--- src/rtl/bp_pc_sample_pkg.sv ---
// Shared types and helpers for the periodic committed-PC sampler.
// Slot states, the sample record and the round-robin wrap helper live here.
package bp_pc_sample_pkg;

  typedef enum logic [1:0] {
    e_idle  = 2'd0,
    e_armed = 2'd1,
    e_full  = 2'd2
  } bp_pc_sample_state_e;

  localparam int pc_max_width_lp     = 64;
  localparam int hartid_max_width_lp = 8;

  typedef struct packed {
    logic [pc_max_width_lp-1:0]     pc;
    logic [hartid_max_width_lp-1:0] hartid;
  } bp_pc_sample_s;

  function automatic int rr_next(input int idx, input int n);
    return (idx + 1 >= n) ? 0 : idx + 1;
  endfunction

endpackage

--- src/rtl/bp_pc_sample_arbiter_if.sv ---
// Sample port from the arbiter toward the profile buffer (valid/ready).
interface bp_pc_sample_arbiter_if #(
  parameter int vaddr_width_p  = 39,
  parameter int hartid_width_p = 1
);
  logic                      sample_v_o;
  logic                      sample_ready_i;
  logic [vaddr_width_p-1:0]  sample_pc_o;
  logic [hartid_width_p-1:0] sample_hartid_o;

  modport master (
    output sample_v_o,
    output sample_pc_o,
    output sample_hartid_o,
    input  sample_ready_i
  );

  modport slave (
    input  sample_v_o,
    input  sample_pc_o,
    input  sample_hartid_o,
    output sample_ready_i
  );
endinterface

--- src/rtl/bp_pc_sample_slot.sv ---
// One per-core capture slot: IDLE/ARMED/FULL FSM plus the captured PC.
// full_o reports the state after the coming edge so the arbiter can lock it then.
module bp_pc_sample_slot
  import bp_pc_sample_pkg::*;
#(
  parameter int vaddr_width_p = 39
) (
  input  logic                     clk_i,
  input  logic                     reset_i,
  input  logic                     tick_i,
  input  logic                     freeze_i,
  input  logic                     commit_v_i,
  input  logic [vaddr_width_p-1:0] commit_pc_i,
  input  logic                     deq_i,
  output logic                     full_o,
  output logic [vaddr_width_p-1:0] pc_o,
  output logic                     drop_o
);

  bp_pc_sample_state_e      state_q, state_d;
  logic [vaddr_width_p-1:0] pc_q, pc_d;

  always_ff @(posedge clk_i or posedge reset_i) begin
    if (reset_i) begin
      state_q <= e_idle;
      pc_q    <= '0;
    end else begin
      state_q <= state_d;
      pc_q    <= pc_d;
    end
  end

  always_comb begin
    state_d = state_q;
    pc_d    = pc_q;
    unique case (state_q)
      e_idle: begin
        if (!freeze_i && tick_i) begin
          state_d = commit_v_i ? e_full : e_armed;
        end
      end
      e_armed: begin
        if (freeze_i) begin
          state_d = e_idle;
        end else if (commit_v_i) begin
          state_d = e_full;
        end
      end
      e_full: begin
        // A tick coinciding with the drain re-arms instead of being lost
        if (deq_i) begin
          state_d = tick_i ? e_armed : e_idle;
        end
      end
      default: state_d = e_idle;
    endcase
    if (state_d == e_full && state_q != e_full) begin
      pc_d = commit_pc_i;
    end
  end

  assign full_o = (state_d == e_full);
  assign pc_o   = pc_q;
  assign drop_o = (state_q == e_full) && tick_i && !deq_i;

endmodule

--- src/rtl/bp_pc_sample_arbiter.sv ---
// Interval timer, per-core capture slots, round-robin registered grant lock
// and saturating drop counter feeding a single valid/ready sample port.
module bp_pc_sample_arbiter
  import bp_pc_sample_pkg::*;
#(
  parameter int num_core_p       = 2,
  parameter int vaddr_width_p    = 39,
  parameter int interval_width_p = 16,
  parameter int drop_width_p     = 16,
  localparam int hartid_width_lp = (num_core_p > 1) ? $clog2(num_core_p) : 1
) (
  input  logic                                clk_i,
  input  logic                                reset_i,
  input  logic                                freeze_i,
  input  logic [interval_width_p-1:0]         interval_i,
  input  logic [num_core_p-1:0]               commit_v_i,
  input  logic [num_core_p*vaddr_width_p-1:0] commit_pc_i,
  bp_pc_sample_arbiter_if.master              sample_if,
  output logic [drop_width_p-1:0]             drop_count_o
);

  logic [interval_width_p-1:0] cnt_q, cnt_d;
  logic                        tick;

  always_comb begin
    cnt_d = cnt_q;
    tick  = 1'b0;
    if (freeze_i || interval_i == '0) begin
      cnt_d = '0;
    end else if (cnt_q >= interval_i - interval_width_p'(1)) begin
      tick  = 1'b1;
      cnt_d = '0;
    end else begin
      cnt_d = cnt_q + interval_width_p'(1);
    end
  end

  logic                       lock_q, lock_d;
  logic [hartid_width_lp-1:0] grant_q, grant_d;
  logic [hartid_width_lp-1:0] rr_ptr_q, rr_ptr_d;
  logic                       handshake;
  logic [num_core_p-1:0]      deq, full_next, drop;
  logic [vaddr_width_p-1:0]   slot_pc [num_core_p];

  assign handshake = lock_q && sample_if.sample_ready_i;

  for (genvar gi = 0; gi < num_core_p; gi++) begin : g_slot
    assign deq[gi] = handshake && (grant_q == hartid_width_lp'(gi));

    bp_pc_sample_slot #(
      .vaddr_width_p(vaddr_width_p)
    ) slot (
      .clk_i      (clk_i),
      .reset_i    (reset_i),
      .tick_i     (tick),
      .freeze_i   (freeze_i),
      .commit_v_i (commit_v_i[gi]),
      .commit_pc_i(commit_pc_i[gi*vaddr_width_p +: vaddr_width_p]),
      .deq_i      (deq[gi]),
      .full_o     (full_next[gi]),
      .pc_o       (slot_pc[gi]),
      .drop_o     (drop[gi])
    );
  end

  int                         search_sum;
  logic [hartid_width_lp-1:0] search_idx;

  // Searching the post-edge full vector lets a fresh capture or the next
  // pending slot lock in the same edge as an accept.
  always_comb begin
    lock_d     = lock_q;
    grant_d    = grant_q;
    rr_ptr_d   = rr_ptr_q;
    search_sum = 0;
    search_idx = '0;
    if (handshake) begin
      rr_ptr_d = hartid_width_lp'(rr_next(int'(grant_q), num_core_p));
    end
    if (!lock_q || handshake) begin
      lock_d = 1'b0;
      for (int off = 0; off < num_core_p; off++) begin
        search_sum = int'(rr_ptr_d) + off;
        if (search_sum >= num_core_p) begin
          search_sum = search_sum - num_core_p;
        end
        search_idx = hartid_width_lp'(search_sum);
        if (!lock_d && full_next[search_idx]) begin
          lock_d  = 1'b1;
          grant_d = search_idx;
        end
      end
    end
  end

  logic [drop_width_p-1:0] drop_q, drop_d;
  logic [drop_width_p+7:0] drop_sum;

  always_comb begin
    drop_sum = {8'b0, drop_q};
    for (int i = 0; i < num_core_p; i++) begin
      drop_sum = drop_sum + (drop_width_p+8)'(drop[i]);
    end
    if (drop_sum > {8'b0, {drop_width_p{1'b1}}}) begin
      drop_d = '1;
    end else begin
      drop_d = drop_sum[drop_width_p-1:0];
    end
  end

  always_ff @(posedge clk_i or posedge reset_i) begin
    if (reset_i) begin
      cnt_q    <= '0;
      lock_q   <= 1'b0;
      grant_q  <= '0;
      rr_ptr_q <= '0;
      drop_q   <= '0;
    end else begin
      cnt_q    <= cnt_d;
      lock_q   <= lock_d;
      grant_q  <= grant_d;
      rr_ptr_q <= rr_ptr_d;
      drop_q   <= drop_d;
    end
  end

  assign sample_if.sample_v_o      = lock_q;
  assign sample_if.sample_pc_o     = slot_pc[grant_q];
  assign sample_if.sample_hartid_o = grant_q;
  assign drop_count_o              = drop_q;

endmodule

--- src/flat_wrapper.sv ---
// flat-port wrapper written by rule: the top's interface ports become plain ports
module bp_pc_sample_arbiter_flat import bp_pc_sample_pkg::*;
#(
  parameter int num_core_p       = 2,
  parameter int vaddr_width_p    = 39,
  parameter int interval_width_p = 16,
  parameter int drop_width_p     = 16,
  localparam int hartid_width_lp = (num_core_p > 1) ? $clog2(num_core_p) : 1
)
  (clk_i, reset_i, freeze_i, interval_i, commit_v_i, commit_pc_i, drop_count_o, sample_if_sample_v_o, sample_if_sample_pc_o, sample_if_sample_hartid_o, sample_if_sample_ready_i);
  bp_pc_sample_arbiter_if #(.vaddr_width_p(vaddr_width_p), .hartid_width_p(1)) sample_if_i ();
  input  logic clk_i;
  input  logic reset_i;
  input  logic freeze_i;
  input  logic [interval_width_p-1:0] interval_i;
  input  logic [num_core_p-1:0] commit_v_i;
  input  logic [num_core_p*vaddr_width_p-1:0] commit_pc_i;
  output logic [drop_width_p-1:0] drop_count_o;
  output wire logic [$bits(sample_if_i.sample_v_o)-1:0] sample_if_sample_v_o;
  output wire logic [$bits(sample_if_i.sample_pc_o)-1:0] sample_if_sample_pc_o;
  output wire logic [$bits(sample_if_i.sample_hartid_o)-1:0] sample_if_sample_hartid_o;
  input wire logic [$bits(sample_if_i.sample_ready_i)-1:0] sample_if_sample_ready_i;
  assign sample_if_sample_v_o = sample_if_i.sample_v_o;
  assign sample_if_sample_pc_o = sample_if_i.sample_pc_o;
  assign sample_if_sample_hartid_o = sample_if_i.sample_hartid_o;
  assign sample_if_i.sample_ready_i = sample_if_sample_ready_i;
  bp_pc_sample_arbiter #(.num_core_p(num_core_p), .vaddr_width_p(vaddr_width_p), .interval_width_p(interval_width_p), .drop_width_p(drop_width_p)) u_core (.clk_i(clk_i), .reset_i(reset_i), .freeze_i(freeze_i), .interval_i(interval_i), .commit_v_i(commit_v_i), .commit_pc_i(commit_pc_i), .sample_if(sample_if_i), .drop_count_o(drop_count_o));
endmodule
--- config.mk ---
export PLATFORM = sky130hd
export DESIGN_NAME = bp_pc_sample_arbiter_flat
export DESIGN_NICKNAME = d
export VERILOG_FILES = /design/src/rtl/bp_pc_sample_pkg.sv /design/src/rtl/bp_pc_sample_arbiter_if.sv /design/src/rtl/bp_pc_sample_slot.sv /design/src/rtl/bp_pc_sample_arbiter.sv /design/src/flat_wrapper.sv
export SDC_FILE = /design/constraint.sdc
export NUM_CORES = 1
export LEC_CHECK = 0
export CAP_MARGIN = 20
export CORE_ASPECT_RATIO = 1.4
export CORE_MARGIN = 5
export CORE_UTILIZATION = 50
export CTS_CLUSTER_SIZE = 12
export DETAILED_ROUTE_END_ITERATION = 7
export PLACE_DENSITY = 0.79
export SLEW_MARGIN = 20
export SYNTH_ARGS = -nofsm -noshare
export SYNTH_HDL_FRONTEND = slang
export SYNTH_HIERARCHICAL = 1
export SYNTH_SLANG_ARGS = --single-unit
--- constraint.sdc ---
create_clock -name clk_i -period 4.3 [get_ports clk_i]
set_clock_uncertainty 0.05 [all_clocks]
set_input_delay 0.86 -clock clk_i [delete_from_list [all_inputs] [get_ports clk_i]]
set_output_delay 0.86 -clock clk_i [all_outputs]
set_load 0.02 [all_outputs]
Yosys cells after proc, flatten, opt, wreduce, memory -nomap -nowiden
Index checks and enable logic that the tools add are counted.
Widths: inputs -> output; s select.
{"block": "word_totals", "register_bits": 117, "input_bits": 100, "wordCells": 94}
{"block": "classes", "add_sub_neg": 8, "n_lt_le_gt_ge": 8, "eq_ne": 8, "muxes": 36, "bitwise": 2, "n_reduce_logical": 23}
{"operator": "$mux 39", "n": 3}
{"operator": "$mux 16", "n": 3}
{"operator": "$add 24x1->24", "n": 1}
{"operator": "$gt 24x16->1 const B", "n": 1}
{"operator": "$mux 2", "n": 10}
{"operator": "$mux 1", "n": 18}
{"operator": "$add 16x1->17", "n": 1}
{"operator": "$add 16x1->16 const B", "n": 1}
{"operator": "$ge 16x16->1", "n": 1}
{"operator": "$logic_not 16->1", "n": 1}
{"operator": "$sub 16x1->16 const B", "n": 1}
{"operator": "$pmux 2 s3", "n": 2}
{"operator": "$logic_and 1x1->1", "n": 11}
{"operator": "$eq 2x2->1 const B", "n": 4}
{"operator": "$ge 2x2->1 const B", "n": 3}
{"operator": "$logic_not 1->1", "n": 5}
{"operator": "$add 1x1->2 const B", "n": 2}
{"operator": "$eq 2x1->1 const B", "n": 2}
{"operator": "$logic_not 2->1", "n": 2}
{"operator": "$lt 1x2->1 const B", "n": 2}
{"operator": "$ne 2x2->1 const B", "n": 2}
{"operator": "$ge 1x2->1 const B", "n": 1}
{"operator": "$logic_or 1x1->1", "n": 2}
{"operator": "$not 1->2", "n": 1}
{"operator": "other kinds (4)", "n": 5}

Depth between registers and ports, before layout
{"block": "depth", "word_depth": 16, "mapped_depth": 19}

Cells and area by module
Netlist, hierarchy kept.
{"module": "bp_pc_sample_slot", "n_inst": 2, "cells_per_inst": 94, "area_per_inst_um2": 1732.9, "seq_area_each_um2": 1026.0}
{"module": "bp_pc_sample_arbiter", "n_inst": 1, "cells_per_inst": 298, "area_per_inst_um2": 2791.4, "seq_area_each_um2": 875.8}

Worst setup path before layout
OpenSTA, ideal clock, no wires.
{"block": "synth_timing", "path_kind": "input -> register", "from": "in interval_i[4]", "to": "reg u_core.drop_q[13], in the netlist u_core/drop_count_o[13]", "setup_ns": 0.065, "t_arrival_ns": 4.727, "required_ns": 4.185, "slack_ns": -0.543, "cell_stages": 19, "n_path_buf": 1, "path_cell_list": "nor3_1 and3_1 nand2_1 nor4_1 xnor2_1 ha_1 nand4_1 nor2_1 o21ai_0 o21ai_1 and2_1 nor3b_1 fa_1 ha_1 nand3_4 nor4_4 nand4_1 buf_2 nand2_1"}
{"block": "synth_via", "elab_chain_len": 10, "word_cells_on_any_way": 14}
{"element": "start: declaration", "line": "flat_wrapper.sv:15", "text": "input logic [interval_width_p-1:0] interval_i;"}
{"element": "$sub 16x1->16", "line": "bp_pc_sample_arbiter.sv:30", "text": "end else if (cnt_q >= interval_i - interval_width_p'(1)) begin"}
{"element": "$ge 16x16->1", "line": "bp_pc_sample_arbiter.sv:30"}
{"element": "$mux 1", "line": "bp_pc_sample_arbiter.sv:30"}
{"element": "$mux 1 (*)", "line": "bp_pc_sample_arbiter.sv:28", "text": "if (freeze_i || interval_i == '0) begin"}
{"element": "named net u_core.tick", "line": "bp_pc_sample_arbiter.sv:23", "text": "logic tick;"}
{"element": "$logic_and 1x1->1 (*) (2 in series)", "line": "bp_pc_sample_slot.sv:64", "text": "assign drop_o = (state_q == e_full) && tick_i && !deq_i;"}
{"element": "named net u_core.drop[0]", "line": "bp_pc_sample_arbiter.sv:42", "text": "logic [num_core_p-1:0] deq, full_next, drop;"}
{"element": "$add 16x1->17 (*)", "line": "bp_pc_sample_arbiter.sv:102", "text": "drop_sum = drop_sum + (drop_width_p+8)'(drop[i]);"}
{"element": "$add 24x1->24 (*)", "line": "bp_pc_sample_arbiter.sv:102"}
{"element": "$gt 24x16->1", "line": "bp_pc_sample_arbiter.sv:104", "text": "if (drop_sum > {8'b0, {drop_width_p{1'b1}}}) begin"}
{"element": "$mux 16 (*)", "line": "bp_pc_sample_arbiter.sv:104"}
{"element": "named net u_core.drop_d[13]", "line": "bp_pc_sample_arbiter.sv:96", "text": "logic [drop_width_p-1:0] drop_q, drop_d;"}
{"element": "end signal: assignment", "line": "bp_pc_sample_arbiter.sv:123", "text": "drop_q <= drop_d;"}
{"element": "end: declaration", "line": "bp_pc_sample_arbiter.sv:96"}
The timed path passes the listed nets; every way through them passes the cells marked *.
A chain may end at the register's enable or synchronous reset.

Final worst setup path
{"block": "layout_timing", "from": "in interval_i[9]", "to": "reg u_core.drop_q[15], in the netlist u_core/drop_count_o[15]"}
{"block": "layout_via", "word_cells_on_any_way": 14}
{"element": "$sub 16x1->16", "line": "bp_pc_sample_arbiter.sv:30"}
{"element": "$ge 16x16->1", "line": "bp_pc_sample_arbiter.sv:30"}
{"element": "$mux 1", "line": "bp_pc_sample_arbiter.sv:30"}
{"element": "$mux 1 (*)", "line": "bp_pc_sample_arbiter.sv:28"}
{"element": "named net u_core.tick", "line": "bp_pc_sample_arbiter.sv:23"}
{"element": "$logic_and 1x1->1 (*) (2 in series)", "line": "bp_pc_sample_slot.sv:64"}
{"element": "named net u_core.drop[1]", "line": "bp_pc_sample_arbiter.sv:42"}
{"element": "$add 24x1->24 (*)", "line": "bp_pc_sample_arbiter.sv:102"}
{"element": "$gt 24x16->1", "line": "bp_pc_sample_arbiter.sv:104"}
{"element": "$mux 16 (*)", "line": "bp_pc_sample_arbiter.sv:104"}
{"element": "named net u_core.drop_d[15]", "line": "bp_pc_sample_arbiter.sv:96"}
Marked as above.

==> results.md <==
* Post-Syn Area at 6257 µm²
* Skew-Pair Late Insertion Delay at between 0.4 and 0.5 ns
* Maximum fanout count along the critical path at 4
* Routability-driven placement congestion ratio at 0.8695
* Setup repair after global routing missed its margin: true
* Post-cts hold buffer count at 0
* FF/Latch Area at around 2900 µm²
* Number of inserted filler cells in the final layout at between 700 and 800
* Register clock-pin slew on the reported worst setup and hold paths at roughly 0.060 ns
* Fraction of the yosys area taken by sequential cells at a little under half
* Routed length per placed instance at 19.58 µm
* Worst Path Arrival at between 4 and 5 ns
* Diodes inserted at 0
* Routed via count divided by cell count at roughly 5.4
* Period minus WS final at about 4.2 ns
* Final total negative setup slack at 0 ns
* Number of hold violations in the final report at 0
* Total Wirelength at roughly 17000 µm
* Register bit count reported by yosys at between 100 and 150
* Count of cell types in the netlist at 48
* TritonCTS clock tree: built
* Port Buffer Count at around 160
* Number of instances on the worst hold path at 1
* Core Area at about 12000 µm²
* FP Rows at 48
* Setup crit end kind: flip-flop
* # DRC at 0
* Ratio of total power to cell area at ~330 nW/µm²
* Mux contribution to synthesized area at about a quarter
* Antenna violations before repair at 0
* Reg-to-reg slack, setup at ~1.0 ns
* Die outline height at around 140 µm
* Share of synthesized registers carrying an async set or reset at 100.0%
* Final number of max-transition violations at 0
* Area of the multi-input gates at roughly 3300 µm²
* Complex-gate fraction of the synthesized area at 3.979%
* Die area at 14880 µm²
* Layout cells sized above 1 at roughly 36%
* Final period utilization at a little over nine tenths
* Number of detailed-route iterations in the first pass at 4
* Number of nets in the layout at between 800 and 900
* Inst Count DP at about 820
* Fraction of the mapped netlist area in simple logic gates at 11.44%
* Critical hold path startpoint: u_core/rr_ptr_q
* Min-Delay Path Class: flip-flop to flip-flop
* Worst setup margin at 0.1372 ns
* Post-synth EDFFs at 0
* Grt total ovfl at 0
* Synthesized instance count at roughly 490
* Wire length of the first global-routing pass at 27370 µm
* Max Clk Rate at ~240 MHz
* Number of clock buffers inserted by TritonCTS at 17
* Maximum number of pins on one net before global-route repair at 44
* Minimum setup slack after placement at -0.6080 ns
* Most used flip-flop cell after synthesis: dfrtp_1
* Horizontal die dimension at approximately 100 µm
* Clk sink count at between 100 and 150
* Deepest level of the CTS H-tree at 4
* Library cell used as clock root buffer: clkbuf_16
* Critical register-to-register path endpoint: u_core/drop_count_o[15]
* Starting DRT DRC Count at around 110
* Post-route core utilization at 74.43%
* Post-detailed-route count of antenna-violating nets at 0
* Leakage power total at roughly 4.6 nW
* CP startpoint: interval_i[9]
* Start-to-end type of the worst setup path: primary input to flip-flop
* Number of global-route vias before repair at approximately 5100
* R2R cell count at 13
* Remaining max-slew budget at the tightest pin at between 30% and 40%
* Number of setup violations in the final report at 0
* Syn. warnings at 6
* Worst IR drop on VDD at 235.4 µV
* Main combinational cell family by area after synthesis: multiplexers
* Syn_nets at 606
* Parity-gate share of the synthesized area counting xor and xnor cells at 5.179%
* Syn Area/Cell at 12.88 µm²
* Most common cell after layout, fill and taps aside: clkdlybuf4s50_1
* GRT Overall Usage at 23.20%
* Slew @ Worst Pin at roughly 1.0 ns
* Run status: complete, no violations
* Nature of the critical path startpoint: primary input
* Worst Hold Endpoint: u_core/rr_ptr_q
* Final cell count without fillers at 868
* Number of top-level design ports at ~160
* RR Startpoint: u_core/cnt_q[7]
* Buffer depth of the longest clock path at 2
* Max-cap viol count at 0
* Detailed placement HPWL at about 12000 µm
* Most frequent cells in the layout: clkdlybuf4s50_1 (143), dfrtp_1 (116), mux2_4 (77), buf_4 (52), mux2_2 (41)
* WP data required at approximately 4.6 ns
* Routed via count at between 4000 and 5000
* Adder and majority gate portion of the synthesized area at under 10%
* Starting density of the core at roughly 51%
* Layout-stage area growth over the synthesis result at 46.45%
[layer usage]
metal	share of wire (%)	GRT usage [%]	routed length, µm	up-vias
met5	0	0	0	-
met4	2.3	7.708	388	0
met3	5.7	6.355	975	31
met2	52	40.40	8828	155
met1	40	27.75	6802	2324
li1	-	-	-	2163
[sequential cells by signal, summed over array words and instances (netlist names)]
signal / flops
u_core/rr_ptr_q: 1
u_core/sample_if.sample_hartid_o: 1
u_core/sample_if.sample_v_o: 1
u_core/drop_count_o: 16
u_core/g_slot.slot/pc_o: 78
u_core/g_slot.slot/state_q: 4
u_core/cnt_q: 16
[stage by stage]
step	hold slack [ns]	power, W	area [µm²]
floorplan	0.4001	0.001411	6320
global placement	0.4129	0.001602	8327
detailed placement	0.4402	0.001612	8327
CTS	0.4517	0.003017	9032
global route	0.4629	0.003112	9164
finish	0.4466	0.002992	9164
[cells by family (layout without fill, tap and decap cells)]
| group | after synthesis | in the layout |
|---|---|---|
| buf+inv | 27 | 259 |
| flops | 117 | 117 |
| compound gates | 35 | 35 |
| xor+xnor | 37 | 37 |
| simple gates | 132 | 132 |
| mux | 118 | 118 |
| fa+ha+maj | 20 | 20 |
[how the worst max path moves through the flow]
| stage | end | cells past startpoint |
|---|---|---|
| 2_1_floorplan | u_core/drop_count_o[15] | 15 |
| 3_3_place_gp | u_core/drop_count_o[0] | 19 |
| 4_1_cts | u_core/drop_count_o[0] | 19 |
| 6_report | u_core/drop_count_o[15] | 17 |
| 5_1_grt | u_core/drop_count_o[1] | 20 |
| 3_5_place_dp | u_core/drop_count_o[0] | 19 |
[repair_timing]
item / 4_1_cts / 5_1_grt
pin swaps: 14 / 15
gates resized for setup: 20 / 42
buffers inserted: 11 / 8
setup endpoints to repair: 16 / 81
[worst max-delay path, stage by stage]
cell and delay, ns:
clkdlybuf4s15_1 0.19, or4_4 0.54, nor2_4 0.11, xnor2_1 0.08
ha_1 0.34, a211oi_2 0.24, o21ai_1 0.11, a221oi_2 0.29
o21ai_2 0.10, and2_4 0.19, nor3b_4 0.15, fa_2 0.39
buf_4 0.15, and4_4 0.14, nor4b_4 0.13, nand3_2 0.09
mux2_4 0.30
[final cells by class]
| cell class | count | share of cell area, % |
|---|---|---|
| well taps | 150 | 2.048 |
| inverters | 11 | 0.4506 |
| repair buffers | 216 | 22.73 |
| clock inverters | 12 | 1.406 |
| clock buffers | 20 | 4.984 |
| multi-input cells | 342 | 36.41 |
| flip-flops and latches | 117 | 31.96 |
[where the power goes]
group	internal [W]	total (W)	switching (W)
clock network	0.000882	0.00139	0.000510
registers	0.00113	0.00123	0.000105
logic	0.000227	0.000365	0.000139
[cell usage after synthesis, types with 2 or more instances]
master | count | area (µm²)
mux2_2 | 41 | 461.7
buf_1 | 4 | 15.01
xnor2_1 | 18 | 157.7
dfrtp_1 | 117 | 2928
nor4_1 | 6 | 37.54
inv_1 | 11 | 41.29
or2b_1 | 3 | 22.52
o21ai_0 | 12 | 60.06
nor2_4 | 2 | 22.52
ha_1 | 19 | 237.7
mux2_4 | 77 | 1156
nand2b_1 | 2 | 12.51
buf_2 | 3 | 15.01
nand2_1 | 37 | 138.9
a31oi_1 | 2 | 12.51
nor2_1 | 33 | 123.9
nor3b_1 | 4 | 30.03
a21oi_1 | 6 | 30.03
o211ai_4 | 2 | 42.54
xor2_1 | 19 | 166.4
nor3_1 | 11 | 55.05
and3_1 | 3 | 18.77
a211oi_1 | 2 | 15.01
a21o_1 | 2 | 15.01
buf_6 | 8 | 90.09
nand4b_1 | 2 | 17.52
nand3_1 | 11 | 55.05
o211ai_1 | 3 | 22.52
nand4_1 | 7 | 43.79
(Power assumes the default switching activity.)
